--- src/rtl/t07_game_pkg.sv ---
// -----------------------------------------------------------------------------
// t07_game_pkg
// Shared types and constants for the parametrised bomb-game controller.
//   game_state_t : MENU / PLAY / LOST / WON / PAUSE encoding seen on game_state
//   difficulty_t : EASY / NORM / HARD encoding seen on difficulty
//   SELECT..BACK : one-hot button codes, bit order {BACK,LEFT,DOWN,RIGHT,UP,SELECT}
//   is_press     : strobe qualified, strictly one-hot button press
// -----------------------------------------------------------------------------
package t07_game_pkg;

   typedef enum logic [2:0] {
      ST_MENU  = 3'd0,
      ST_PLAY  = 3'd1,
      ST_LOST  = 3'd2,
      ST_WON   = 3'd3,
      ST_PAUSE = 3'd4
   } game_state_t;

   typedef enum logic [1:0] {
      DIFF_EASY = 2'd0,
      DIFF_NORM = 2'd1,
      DIFF_HARD = 2'd2
   } difficulty_t;

   localparam logic [5:0] SELECT = 6'b000001;
   localparam logic [5:0] UP     = 6'b000010;
   localparam logic [5:0] RIGHT  = 6'b000100;
   localparam logic [5:0] DOWN   = 6'b001000;
   localparam logic [5:0] LEFT   = 6'b010000;
   localparam logic [5:0] BACK   = 6'b100000;

   // A press needs the strobe and exactly one button bit; multi-bit values
   // come from bouncing or chorded keys and are dropped.
   function automatic logic is_press(input logic strobe, input logic [5:0] button);
      return strobe && (button != 6'd0) && ((button & (button - 6'd1)) == 6'd0);
   endfunction

endpackage

--- src/rtl/t07_game_countdown.sv ---
// -----------------------------------------------------------------------------
// t07_game_countdown
// Seconds-remaining register for the game controller.
//   clk, rst    : clock, asynchronous active-high reset (loads RST_VAL)
//   load        : load load_val this cycle (highest priority)
//   load_val    : start time to load
//   tick        : subtract one second (saturating)
//   penalty     : subtract PENALTY_SEC seconds (saturating), combines with tick
//   freeze      : hold time_left when not loading
//   time_left   : current seconds remaining
//   zero_next   : the tick/penalty applied this cycle would leave zero
// -----------------------------------------------------------------------------
module t07_game_countdown #(
   parameter int TIMER_W     = 9,
   parameter int PENALTY_SEC = 10,
   parameter int RST_VAL     = 180
)(
   input  logic               clk,
   input  logic               rst,
   input  logic               load,
   input  logic [TIMER_W-1:0] load_val,
   input  logic               tick,
   input  logic               penalty,
   input  logic               freeze,
   output logic [TIMER_W-1:0] time_left,
   output logic               zero_next
);

   // Penalty clipped to 2^TIMER_W so it always fits the extended subtractor.
   localparam logic [TIMER_W:0] PEN =
      (PENALTY_SEC >= (1 << TIMER_W)) ? (TIMER_W+1)'(1 << TIMER_W)
                                      : (TIMER_W+1)'(PENALTY_SEC);

   logic [TIMER_W-1:0] after_tick;
   logic [TIMER_W-1:0] time_next;
   logic [TIMER_W:0]   pen_diff;

   function automatic logic [TIMER_W-1:0] sat_dec1(input logic [TIMER_W-1:0] v);
      return (v == '0) ? v : v - 1'b1;
   endfunction

   always_comb begin
      after_tick = tick ? sat_dec1(time_left) : time_left;
      // The extra MSB acts as the borrow: set means the penalty overshot zero.
      pen_diff   = {1'b0, after_tick} - PEN;
      time_next  = after_tick;
      if (penalty) begin
         time_next = pen_diff[TIMER_W] ? '0 : pen_diff[TIMER_W-1:0];
      end
   end

   assign zero_next = (time_next == '0);

   always_ff @(posedge clk or posedge rst) begin
      if (rst) begin
         time_left <= TIMER_W'(RST_VAL);
      end else if (load) begin
         time_left <= load_val;
      end else if (!freeze) begin
         time_left <= time_next;
      end
   end

endmodule

--- src/rtl/t07_game_ctrl_param.sv ---
// -----------------------------------------------------------------------------
// t07_game_ctrl_param
// Game-control FSM for the bomb game with difficulty selection, pause,
// configurable lives/modules and an internal countdown with strike penalty.
//   clk, rst       : 12 MHz clock, asynchronous active-high reset
//   strobe, button : button sample strobe and one-hot button code
//   tick_1hz       : one pulse per second
//   error          : strike pulse from a module
//   mod_clear      : module-solved pulse
//   game_state     : MENU=0 PLAY=1 LOST=2 WON=3 PAUSE=4
//   difficulty     : EASY=0 NORM=1 HARD=2
//   lives          : lives remaining
//   mods_left      : modules still to clear
//   time_left      : seconds remaining
//   timer_clear    : one-cycle pulse after MENU->PLAY
//   activate_rand  : one-cycle pulse after MENU->PLAY
// -----------------------------------------------------------------------------
module t07_game_ctrl_param
   import t07_game_pkg::*;
#(
   parameter int MAX_LIVES   = 3,
   parameter int NUM_MODULES = 4,
   parameter int TIMER_W     = 9,
   parameter int T_EASY      = 300,
   parameter int T_NORM      = 180,
   parameter int T_HARD      = 120,
   parameter int PENALTY_SEC = 10
)(
   input  logic                             clk,
   input  logic                             rst,
   input  logic                             strobe,
   input  logic [5:0]                       button,
   input  logic                             tick_1hz,
   input  logic                             error,
   input  logic                             mod_clear,
   output logic [2:0]                       game_state,
   output logic [1:0]                       difficulty,
   output logic [$clog2(MAX_LIVES+1)-1:0]   lives,
   output logic [$clog2(NUM_MODULES+1)-1:0] mods_left,
   output logic [TIMER_W-1:0]               time_left,
   output logic                             timer_clear,
   output logic                             activate_rand
);

   localparam int LW = $clog2(MAX_LIVES+1);
   localparam int MW = $clog2(NUM_MODULES+1);
   localparam logic [LW-1:0] LIVES_INIT = LW'(MAX_LIVES);
   localparam logic [MW-1:0] MODS_INIT  = MW'(NUM_MODULES);

   game_state_t        state;
   difficulty_t        diff;
   difficulty_t        diff_menu;
   logic               press;
   logic               btn_sel, btn_up, btn_down, btn_back;
   logic [LW-1:0]      lives_nxt;
   logic [MW-1:0]      mods_nxt;
   logic               cd_load;
   logic [TIMER_W-1:0] cd_load_val;
   logic               cd_freeze;
   logic               cd_penalty;
   logic               zero_next;

   function automatic logic [TIMER_W-1:0] start_time(input difficulty_t d);
      case (d)
         DIFF_EASY: start_time = TIMER_W'(T_EASY);
         DIFF_HARD: start_time = TIMER_W'(T_HARD);
         default:   start_time = TIMER_W'(T_NORM);
      endcase
   endfunction

   function automatic logic [LW-1:0] sat_dec_lives(input logic [LW-1:0] v);
      return (v == '0) ? v : v - 1'b1;
   endfunction

   function automatic logic [MW-1:0] sat_dec_mods(input logic [MW-1:0] v);
      return (v == '0) ? v : v - 1'b1;
   endfunction

   assign press    = is_press(strobe, button);
   assign btn_sel  = press && (button == SELECT);
   assign btn_up   = press && (button == UP);
   assign btn_down = press && (button == DOWN);
   assign btn_back = press && (button == BACK);

   // Difficulty as it will be after this edge while in MENU.
   always_comb begin
      diff_menu = diff;
      if (btn_up && (diff != DIFF_HARD)) begin
         diff_menu = difficulty_t'(diff + 2'd1);
      end else if (btn_down && (diff != DIFF_EASY)) begin
         diff_menu = difficulty_t'(diff - 2'd1);
      end
   end

   assign lives_nxt = error     ? sat_dec_lives(lives)    : lives;
   assign mods_nxt  = mod_clear ? sat_dec_mods(mods_left) : mods_left;

   // MENU reloads every cycle so time_left tracks the difficulty being
   // chosen on the same edge; PAUSE->MENU and LOST/WON->MENU reload once.
   always_comb begin
      cd_load     = 1'b0;
      cd_load_val = start_time(diff);
      unique case (state)
         ST_MENU: begin
            cd_load     = 1'b1;
            cd_load_val = start_time(diff_menu);
         end
         ST_PAUSE:        cd_load = btn_back;
         ST_LOST, ST_WON: cd_load = press;
         default:         cd_load = 1'b0;
      endcase
   end

   assign cd_freeze  = (state != ST_PLAY);
   assign cd_penalty = error && (diff == DIFF_HARD);

   t07_game_countdown #(
      .TIMER_W     (TIMER_W),
      .PENALTY_SEC (PENALTY_SEC),
      .RST_VAL     (T_NORM)
   ) u_countdown (
      .clk       (clk),
      .rst       (rst),
      .load      (cd_load),
      .load_val  (cd_load_val),
      .tick      (tick_1hz),
      .penalty   (cd_penalty),
      .freeze    (cd_freeze),
      .time_left (time_left),
      .zero_next (zero_next)
   );

   always_ff @(posedge clk or posedge rst) begin
      if (rst) begin
         state         <= ST_MENU;
         diff          <= DIFF_NORM;
         lives         <= LIVES_INIT;
         mods_left     <= MODS_INIT;
         timer_clear   <= 1'b0;
         activate_rand <= 1'b0;
      end else begin
         timer_clear   <= 1'b0;
         activate_rand <= 1'b0;
         unique case (state)
            ST_MENU: begin
               diff <= diff_menu;
               if (btn_sel) begin
                  state         <= ST_PLAY;
                  lives         <= LIVES_INIT;
                  mods_left     <= MODS_INIT;
                  timer_clear   <= 1'b1;
                  activate_rand <= 1'b1;
               end
            end
            ST_PLAY: begin
               // All simultaneous events land together; losing beats winning.
               lives     <= lives_nxt;
               mods_left <= mods_nxt;
               if ((lives_nxt == '0) || zero_next) begin
                  state <= ST_LOST;
               end else if (mods_nxt == '0) begin
                  state <= ST_WON;
               end else if (btn_back) begin
                  state <= ST_PAUSE;
               end
            end
            ST_PAUSE: begin
               if (btn_sel) begin
                  state <= ST_PLAY;
               end else if (btn_back) begin
                  state     <= ST_MENU;
                  lives     <= LIVES_INIT;
                  mods_left <= MODS_INIT;
               end
            end
            ST_LOST, ST_WON: begin
               if (press) begin
                  state     <= ST_MENU;
                  lives     <= LIVES_INIT;
                  mods_left <= MODS_INIT;
               end
            end
            default: state <= ST_MENU;
         endcase
      end
   end

   assign game_state = state;
   assign difficulty = diff;

endmodule

--- config.mk ---
export PLATFORM = sky130hd
export DESIGN_NAME = t07_game_ctrl_param
export DESIGN_NICKNAME = d
export VERILOG_FILES = /design/src/rtl/t07_game_pkg.sv /design/src/rtl/t07_game_countdown.sv /design/src/rtl/t07_game_ctrl_param.sv
export SDC_FILE = /design/constraint.sdc
export NUM_CORES = 1
export LEC_CHECK = 0
export BUFFER_PORTS_ARGS = -buffer_cell sky130_fd_sc_hd__buf_2
export CAP_MARGIN = 20
export CORE_MARGIN = 2
export CORE_UTILIZATION = 40
export CTS_CLUSTER_SIZE = 25
export DETAILED_ROUTE_END_ITERATION = 8
export PLACE_DENSITY_LB_ADDON = 0.1
export SLEW_MARGIN = 15
export SYNTH_ARGS = -nofsm -noshare
export SYNTH_HDL_FRONTEND = slang
export SYNTH_SLANG_ARGS = --single-unit
--- constraint.sdc ---
create_clock -name clk -period 3.9 [get_ports clk]
set_input_delay 0 -clock clk [delete_from_list [all_inputs] [get_ports clk]]
set_output_delay 0 -clock clk [all_outputs]
set_load 0.005 [all_outputs]
# After elaboration in Yosys (flattened, before gate mapping)
# Cells that the tools add are included.
# W data, S select, Z words.
dict set report op_classes {
  n_reduce_logical 26
  mux 35
  n_bitwise 1
  n_addsub 7
  n_eq_ne 19
}
# operator n
set op_table {}
lappend op_table {{$mux W9} 7}
lappend op_table {{$mux W3} 12}
lappend op_table {{$pmux W9 S2} 2}
lappend op_table {{$pmux W3 S4} 2}
lappend op_table {{$logic_not A9 Y1} 2}
lappend op_table {{$mux W2} 8}
lappend op_table {{$ne A2 B2 Y1 const B} 6}
lappend op_table {{$sub A9 B4 Y10 const B} 1}
lappend op_table {{$logic_and A1 B1 Y1} 9}
lappend op_table {{$logic_not A3 Y1} 3}
lappend op_table {{$sub A9 B1 Y9 const B} 1}
lappend op_table {{$logic_not A2 Y1} 4}
lappend op_table {{$pmux W2 S4} 1}
lappend op_table {{$and A6 B6 Y6} 1}
lappend op_table {{$eq A3 B2 Y1 const B} 2}
lappend op_table {{$eq A6 B1 Y1 const B} 1}
lappend op_table {{$eq A6 B2 Y1 const B} 1}
lappend op_table {{$eq A6 B4 Y1 const B} 1}
lappend op_table {{$eq A6 B6 Y1 const B} 1}
lappend op_table {{$logic_not A6 Y1} 1}
lappend op_table {{$reduce_bool A6 Y1} 1}
lappend op_table {{$sub A6 B1 Y6 const B} 1}
lappend op_table {{$reduce_and A5 Y1} 1}
lappend op_table {{$eq A2 B2 Y1 const B} 2}
lappend op_table {{other kinds (15)} 17}
dict set report totals {
  out_inout_bits 21
  elab_cells 94
  reg_bits 20
}

# Depth between registers and ports, before layout
# Gate-level depths: netlist (run 1).
dict set report logic_depth {
  ltp_word 12
  depth_mapped 15
  depth_no_buf 15
}

# By module
# From an unflattened synthesis (run 1), not the netlist that was laid out.
dict set report unflattened {
  cells_unflattened 283
  hier_area_um2 2215.9
}
# mod seq_area_each_um2 cells_per_inst area_per_inst_um2 n_inst
set by_module_without_submodules {}
lappend by_module_without_submodules {t07_game_ctrl_param 280.3 143 1147.4 1}
lappend by_module_without_submodules {t07_game_countdown 230.2 140 1068.5 1}

# Worst setup path before layout (run 1)
# OpenSTA, ideal clock, no wires.
dict set report synth_timing {
  path_kind {register to register}
  from {reg u_countdown.time_left[1]}
  to {reg state[0], in the netlist game_state[0]}
  stages_incl_launch_ff 16
  setup_slack_ps 681
  setup_ps 125
  synth_period_minus_slack_ps 3219
  arrival_time_ps 3095
  t_required_ps 3775
  n_path_buf 0
  cell_sequence {dfrtp_1 inv_1 ha_1 nor4b_2 a21bo_2 nor2_1 a21oi_1 ha_1 inv_1 a31oi_1 and3b_1 a31o_2 nand3_1 nor4b_2 o21ai_1 mux2_2}
}
dict set report synth_between {
  elab_chain_cells 10
  word_cells_on_any_way 13
  cone_classes {2 x add/sub; 1 x eq/ne; 6 x mux; 4 x reduce/logical}
}
# item line
set synth_lines {}
lappend synth_lines {{start: declaration} t07_game_countdown.sv:25} ;# output logic [TIMER_W-1:0] time_left,
lappend synth_lines {{start signal: assignment} t07_game_countdown.sv:56} ;# time_left <= TIMER_W'(RST_VAL);
lappend synth_lines {{start signal: assignment} t07_game_countdown.sv:58} ;# time_left <= load_val;
lappend synth_lines {{start signal: assignment} t07_game_countdown.sv:60} ;# time_left <= time_next;
lappend synth_lines {{$sub A9 B1 Y9 / $logic_not A9 Y1 (equally long branches)} t07_game_countdown.sv:39} ;# return (v == '0) ? v : v - 1'b1;
lappend synth_lines {{$mux W9} t07_game_countdown.sv:39}
lappend synth_lines {{$mux W9 *} t07_game_countdown.sv:43} ;# after_tick = tick ? sat_dec1(time_left) : time_left;
lappend synth_lines {{$sub A9 B4 Y10} t07_game_countdown.sv:45} ;# pen_diff = {1'b0, after_tick} - PEN;
lappend synth_lines {{$mux W9} t07_game_countdown.sv:48} ;# time_next = pen_diff[TIMER_W] ? '0 : pen_diff[TIMER_W-1:0];
lappend synth_lines {{$mux W9 *} t07_game_countdown.sv:47} ;# if (penalty) begin
lappend synth_lines {{$logic_not A9 Y1 *} t07_game_countdown.sv:52} ;# assign zero_next = (time_next == '0);
lappend synth_lines {{$logic_or A1 B1 Y1 *} t07_game_ctrl_param.sv:159} ;# if ((lives_nxt == '0) || zero_next) begin
lappend synth_lines {{$ne A4 B4 Y1 (no source line) / $mux W3 (equally long branches)} n/a}
lappend synth_lines {{$reduce_and A4 Y1 (no source line) / $pmux W3 S4 (equally long branches)} n/a}
lappend synth_lines {{end signal: assignment} t07_game_ctrl_param.sv:160} ;# state <= ST_LOST;
lappend synth_lines {{end signal: assignment} t07_game_ctrl_param.sv:162} ;# state <= ST_WON;
lappend synth_lines {{end signal: assignment} t07_game_ctrl_param.sv:164} ;# state <= ST_PAUSE;
lappend synth_lines {{end: declaration} t07_game_ctrl_param.sv:50} ;# game_state_t state;
# Every way passes the cells marked *; elsewhere a longest branch is shown, timed or not.
# A chain may end at the register's enable or synchronous reset.

# Final worst setup path (run 1)
# Same ends and word-level chain as after synthesis.

==> results.cfg, run 1 <==
[yosys]
ys_dominant_reg_cell = dfrtp_1
synth_edf_count = 0
netlist-cell-type-count = 59
synth_fa_ha_area_share_pct = 5.77
synthMuxAreaShare_pct = 3.21
synth_nets = 266
synth_top_family_by_area = simple AND/OR/NAND/NOR gates
syn_avg_cell_area_sq_um = 7.97
synth-xor-area-share_pct = 5.32
yosysSeqAreaShare_pct = 26.2
netlist_area_sq_mm = 0.00195
yosys_register_bits = 20
yosysWarnings = 0
synth_compound_area_share_pct = 26.7
synthCells = 245
synth_async_sr_flop_share_pct = 100
synthSimpleGateAreaFrac_pct = 27.4

[cells_and_area]
n_fill_cell = 485
finish.utilization_pct = 47.5
drive_gt1_share_pct = 19.8
nets = 295
area_growth_pct = 14.9
antenna_cells = 0
fin_area_sq_mm = 0.00224

[grt]
grt_usage_pct = 18.6
first_global_vias = 1732
grt_pass1_wl_um = 8060
grt_overflow = 0
antenna_found_initial = 0
grt_max_degree = 21

[sta]
grt_setup_unrepaired = no
slew_viol_final = 0
clock_skew_ps = 9.87
finalSetupViolations = 0
finalCritPeriodShare_pct = 89.7
min_period_ps = 3500
worst_pin_slew_ps = 858
finalHoldViolCount = 0
max_freq_mhz = 286
slew_headroom_pct = 42.6
setup_tns_ps = 0

[clock_tree]
post-cts-setup-buffers = 0
cts_buffers = 3
path_clk_slew_ps = 80
cts_tree = yes
clockBufferDepth = 2
cts_sinks = 20
insertion_delay_ps = 260
root_buffer = clkbuf_8
htree_levels = 1

[min_path]
hp-class = in2reg

[detailed_routing]
wl_um = 4780
num_vias = 1881
dr.pass1.iters = 4
dr_wl_met2_um = 2310
drc_errors = 0
drt-met1-wl_um = 2350
wl_per_cell_um = 14.1
drt_iter0_drc = 118
avgViaCountPerCell = 5.53
top_layer_used = met4
dr_wl_met3_um = 95
postRouteAntennaNets = 0

[die]
die_w_um = 73.9
io_pins = 33
core.rowCount = 25
die_y_um = 73.9
die-area_sq_mm = 0.00545
start_util_pct = 41.3
coreArea_sq_mm = 0.00472

[placed_design]
placed_cell_area_sq_mm = 0.00215
io_buffers = 32
place.gp.congestion = 0.818
place_hpwl_um = 3730

[run_status]
status = complete, no violations

[worst_setup_path]
critPathLaunchType = register
cp_max_fo = 7
worstPathRequired_ps = 4050
worst-setup-path-type = reg2reg
critPathArrivalTime_ps = 3650
crit_path_end_kind = register

[power_and_ir_drop]
irDropWorstVdd_mv = 0.209
power.density_mw_per_mm2 = 689
p_leak_nw = 0.969
p_total_w = 0.00155

[flow_run]
timing.max_cap.violations = 0
-- cells in the mapped netlist, types with 3 or more instances --
| cell | n | area (sq um) |
|---|---|---|
| nor3_1 | 4 | 20.0 |
| mux2i_1 | 4 | 40.0 |
| nand2b_1 | 5 | 31.3 |
| dfstp_2 | 8 | 210 |
| o211ai_1 | 3 | 22.5 |
| a21oi_1 | 15 | 75.1 |
| nor2_1 | 17 | 63.8 |
| a31oi_1 | 5 | 31.3 |
| a21boi_0 | 3 | 22.5 |
| xnor2_1 | 6 | 52.6 |
| a211o_1 | 3 | 26.3 |
| and2_1 | 3 | 18.8 |
| dfrtp_1 | 12 | 300 |
| a211oi_1 | 3 | 22.5 |
| o31ai_1 | 4 | 30.0 |
| ha_1 | 9 | 113 |
| xor2_1 | 4 | 35.0 |
| a21o_1 | 3 | 22.5 |
| inv_1 | 15 | 56.3 |
| o21ai_0 | 18 | 90.1 |
| nand4_1 | 3 | 18.8 |
| nand2_1 | 28 | 105 |
| nor4b_1 | 3 | 26.3 |
| a221o_1 | 3 | 30.0 |
| or3_1 | 4 | 25.0 |
| nand3_1 | 13 | 65.1 |
| clkbuf_1 | 7 | 26.3 |
-- flip-flops by register name (all words and copies together) (netlist names) --
| signal | cells |
|---|---|
| game_state | 3 |
| difficulty | 2 |
| lives | 2 |
| u_countdown.time_left | 9 |
| mods_left | 3 |
| activate_rand | 1 |
-- critical path, stage by stage (launching register included) --
cell	delay, ps
dfrtp_1	450
inv_1	120
ha_1	270
nor4b_4	390
a21bo_2	270
nor2_1	70
a21oi_1	170
ha_1	220
inv_1	60
a31oi_1	150
and3b_1	240
a31o_2	160
nand3_1	100
nor4b_2	350
o21ai_1	110
mux2_2	260
-- per-stage QoR --
stage	hold WS [ps]	instances	setup slack [ps]
6_report	70.1	340	402
5_1_grt	75.9	340	119
4_1_cts	71.4	340	254
3_5_place_dp	178	335	283
3_3_place_gp	186	335	430
2_1_floorplan	-42.1	245	681
-- cell usage in the layout, fill, tap and decap left out, drive strengths merged, types with 3 or more instances in the layout --
cell	Yosys	layout
buf	3	33
nand2	28	28
o21ai	19	19
nor2	17	17
inv	15	15
a21oi	15	15
nand3	13	13
dfrtp	12	12
ha	9	9
dfstp	8	8
xnor2	6	6
a31oi	5	5
nand2b	5	5
xor2	5	5
nor4b	5	5
nor3	4	4
or3	4	4
o31ai	4	4
mux2i	4	4
a21boi	4	4
a211oi	3	3
nand4	3	3
a21o	3	3
a211o	3	3
o211ai	3	3
and2	3	3
a221o	3	3
clkbuf	7	3
-- routing by layer --
metal,up-vias,GRT usage [%]
met1,888,25.5
met3,2,2.06
met5,-,0
li1,968,-
met4,0,3.64
met2,23,31.6
-- worst paths after layout --
| path | startpoint | to | slack, ps | cells after the start |
|---|---|---|---|---|
| hold / removal | error | lives[0]$_DFFE_PP1P_ | 70 | 3 |
| setup reg to reg | u_countdown.time_left[1]$_DFFE_PP0P_ | game_state[0]$_DFFE_PP0P_ | 400 | 15 |
| setup / recovery | u_countdown.time_left[1]$_DFFE_PP0P_ | game_state[0]$_DFFE_PP0P_ | 400 | 15 |
| max in group asynchronous | rst | u_countdown.time_left[8]$_DFFE_PP0P_ | 2980 | 3 |
| hold reg to reg | difficulty[0]$_DFFE_PP1P_ | difficulty[0]$_DFFE_PP1P_ | 520 | 1 |
| min in group asynchronous | rst | u_countdown.time_left[6]$_DFFE_PP0P_ | 420 | 3 |
-- power breakdown --
group	switching [W]	total [W]	internal, W
clock	0.0000710	0.000208	0.000137
sequential	0.000146	0.000458	0.000312
combinational	0.000489	0.000880	0.000391
total	0.000706	0.00155	0.000839
-- area by class of cell --
| class | count | area [sq um] | share of cell area (%) |
|---|---|---|---|
| Sequential cell | 20 | 510 | 22.8 |
| Multi-Input combinational cell | 200 | 1340 | 59.9 |
| Inverter | 15 | 56.3 | 2.51 |
| Timing Repair Buffer | 34 | 178 | 7.92 |
| Clock inverter | 1 | 30.0 | 1.34 |
| Tap cell | 67 | 83.8 | 3.74 |
| Clock buffer | 3 | 41.3 | 1.84 |
-- cells by family (layout without fill, tap and decap cells) --
logic type,after synthesis,in the layout
and+or+nand+nor,97,97
AOI/OAI and AO/OA,77,77
buffers and inverters,25,53
DFF,20,20
xor gates and xnor gates,11,11
adders and majority gates,9,9
muxes,6,6
-- what timing repair did --
item | CTS | global route
hold endpoints to repair | 12 | 0
endpoints found under the setup margin | 0 | 2
gates resized for setup | 0 | 1
hold buffers | 1 | 0
No activity file was read; power rests on OpenSTA's default activity.
==> inputs of run 2 (changes only) <==
--- a/config.mk
+++ b/config.mk
@@ -8,7 +8,7 @@
 export BUFFER_PORTS_ARGS = -buffer_cell sky130_fd_sc_hd__buf_2
 export CAP_MARGIN = 20
 export CORE_MARGIN = 2
-export CORE_UTILIZATION = 40
+export CORE_UTILIZATION = 30
 export CTS_CLUSTER_SIZE = 25
 export DETAILED_ROUTE_END_ITERATION = 8
 export PLACE_DENSITY_LB_ADDON = 0.1
==> results.cfg, run 2 (synthesis gave the netlist of run 1 again) <==
[run_status]
status = complete, no violations

[flow_run]
timing.max_cap.violations = 0

[cells_and_area]
largest_reg_flops = 9
area_growth_pct = 16.0
area.sequential_sq_um = 510
antenna_cells = 0
nets = 296
multi_input_area_sq_mm = 0.00134
layout_commonest_cell = buf_2
n_fill_cell = 689
largest_register = u_countdown.time_left
final_cell_mix = buf_2 (32), nand2_1 (28), o21ai_0 (18)
drive_gt1_share_pct = 20.1

[clock_tree]
htree_levels = 1
cts_sinks = 20
clockBufferDepth = 2
post-cts-setup-buffers = 0
insertion_delay_ps = 260
root_buffer = clkbuf_8
cts_tree = yes
path_clk_slew_ps = 80
cts_buffers = 3

[power_and_ir_drop]
pwr-share-comb_pct = 57.1
irDropWorstVdd_mv = 0.185
clockPowerShare_pct = 13.5
seqPwrFrac_pct = 29.4
p_leak_nw = 0.974
power_switching_w = 0.000717
switching_share_pct = 46.0
power.density_mw_per_mm2 = 689
internal_power_w = 0.000842
p_total_w = 0.00156

[placed_design]
io_buffers = 32
place_hpwl_um = 3980
place.gp.congestion = 0.874

[sta]
clock_skew_ps = 8.00
slew_headroom_pct = 44.0
min_period_ps = 3500
worst_pin_slew_ps = 838
finalCritPeriodShare_pct = 89.7
slew_viol_final = 0
finalHoldViolCount = 0
max_freq_mhz = 286
holdWs_ps = 62.0
setup_tns_ps = 0
finalSetupViolations = 0
grt_setup_unrepaired = no

[worst_setup_path]
critPathArrivalTime_ps = 3660
cp_slowest_cell = dfrtp_1
cp_max_fo = 7
crit-reg2reg-launch = u_countdown.time_left[1]$_DFFE_PP0P_
startpoint = u_countdown.time_left[1]$_DFFE_PP0P_
cp-endpoint = game_state[0]$_DFFE_PP0P_
rr_endpoint = game_state[0]$_DFFE_PP0P_
r2r_slack_ps = 400
timing.critical_path.buf_inv = 2
slowest_delay_ps = 450
critPathLaunchType = register
rr_worst_depth = 15
worstPathRequired_ps = 4060
crit_cells = 15
worst-setup-path-type = reg2reg
crit_path_end_kind = register
cp_cell_sequence = inv_1, ha_1, nor4b_4, a21bo_2, nor2_1, a21oi_1, ha_1, inv_1, a31oi_1, and3b_1, a31o_2, nand3_1, nor4b_2, o21ai_1, mux2_2
cp_top_family = simple AND/OR/NAND/NOR gates

[grt]
antenna_found_initial = 0
grt_use_met1_pct = 20.6
grt_pass1_wl_um = 8780
grt_overflow = 0
grt_max_degree = 21
met3_usage_pct = 1.87
first_global_vias = 1761
grt_use_met2_pct = 24.4
gr-max-usage-layer = met2
grt_usage_pct = 14.9

[min_path]
hp-class = in2reg

[die]
core.rowCount = 29
die_y_um = 84.7
start_util_pct = 30.9
die-area_sq_mm = 0.00717
coreArea_sq_mm = 0.00631
io_pins = 33
die_w_um = 84.7

[detailed_routing]
postRouteAntennaNets = 0
drt_iter0_drc = 84
avgViaCountPerCell = 5.39
wl_um = 5120
num_vias = 1893
dr.pass1.iters = 4
drc_errors = 0
wl_per_cell_um = 14.6
run 2: cell types whose count changed in the layout (fill, tap and decap cells not counted), sizes merged:
| cell | before | now |
|---|---|---|
| buf | 33 | 34 |
run 2: worst register-to-register path, stage by stage (launching register included):
cell     delay, ps
dfrtp_1        450
inv_1          110
ha_1           260
nor4b_4        400
a21bo_2        270
nor2_1          70
a21oi_1        170
ha_1           220
inv_1           60
a31oi_1        150
and3b_1        240
a31o_2         160
nand3_1        100
nor4b_2        360
o21ai_1        110
mux2_2         260
run 2: how the worst min path moves through the flow:
stage | from | to | slack (ps) | depth (start not counted)
2_1_floorplan | rst | activate_rand$_DFF_PP0_ | -40 | 1
3_3_place_gp | rst | difficulty[1]$_DFFE_PP0P_ | 200 | 2
3_5_place_dp | rst | u_countdown.time_left[0]$_DFFE_PP0P_ | 190 | 2
4_1_cts | strobe | activate_rand$_DFF_PP0_ | 60 | 3
5_1_grt | error | lives[0]$_DFFE_PP1P_ | 80 | 3
6_report | strobe | activate_rand$_DFF_PP0_ | 60 | 3
run 2: metrics by stage:
stage | instances | setup slack [ps] | util (%) | cell area [sq um]
floorplan | 245 | 681 | - | 1950
global placement | 346 | 405 | 34.4 | 2170
detailed placement | 346 | 286 | 34.4 | 2170
CTS | 351 | 265 | 35.7 | 2250
global route | 351 | 83.4 | 35.9 | 2260
finish | 351 | 402 | 35.9 | 2260
run 2: cell type report:
type                    instances  area share [%]
clock inverters                 1            1.33
flip-flops and latches         20            22.6
multi-input cells             200            59.4
well taps                      77            4.26
repair buffers                 35            8.18
inverters                      15            2.49
clock buffers                   3            1.82
run 2: timing repair:
| action | 4_1_cts | 5_1_grt |
|---|---|---|
| gates resized for setup | 0 | 1 |
| hold buffers | 1 | 0 |
| setup endpoints to repair | 0 | 3 |
| hold endpoints to repair | 12 | 0 |
run 2: power groups by stage:
stage | sequential [W] | clock (W) | combinational, W
6_report | 0.000458 | 0.000211 | 0.000890
3_5_place_dp | 0.000457 | 0 | 0.000884
3_3_place_gp | 0.000461 | 0 | 0.000897
4_1_cts | 0.000454 | 0.000217 | 0.000893
2_1_floorplan | 0.000402 | 0 | 0.000690
5_1_grt | 0.000481 | 0.000225 | 0.00102
run 2: per-layer routing:
| layer | vias to the layer above | part of all wire [%] |
|---|---|---|
| met5 | - | 0 |
| met3 | 5 | 3.8 |
| met1 | 882 | 48 |
| met4 | 0 | 1.4 |
| met2 | 38 | 46 |
| li1 | 968 | - |
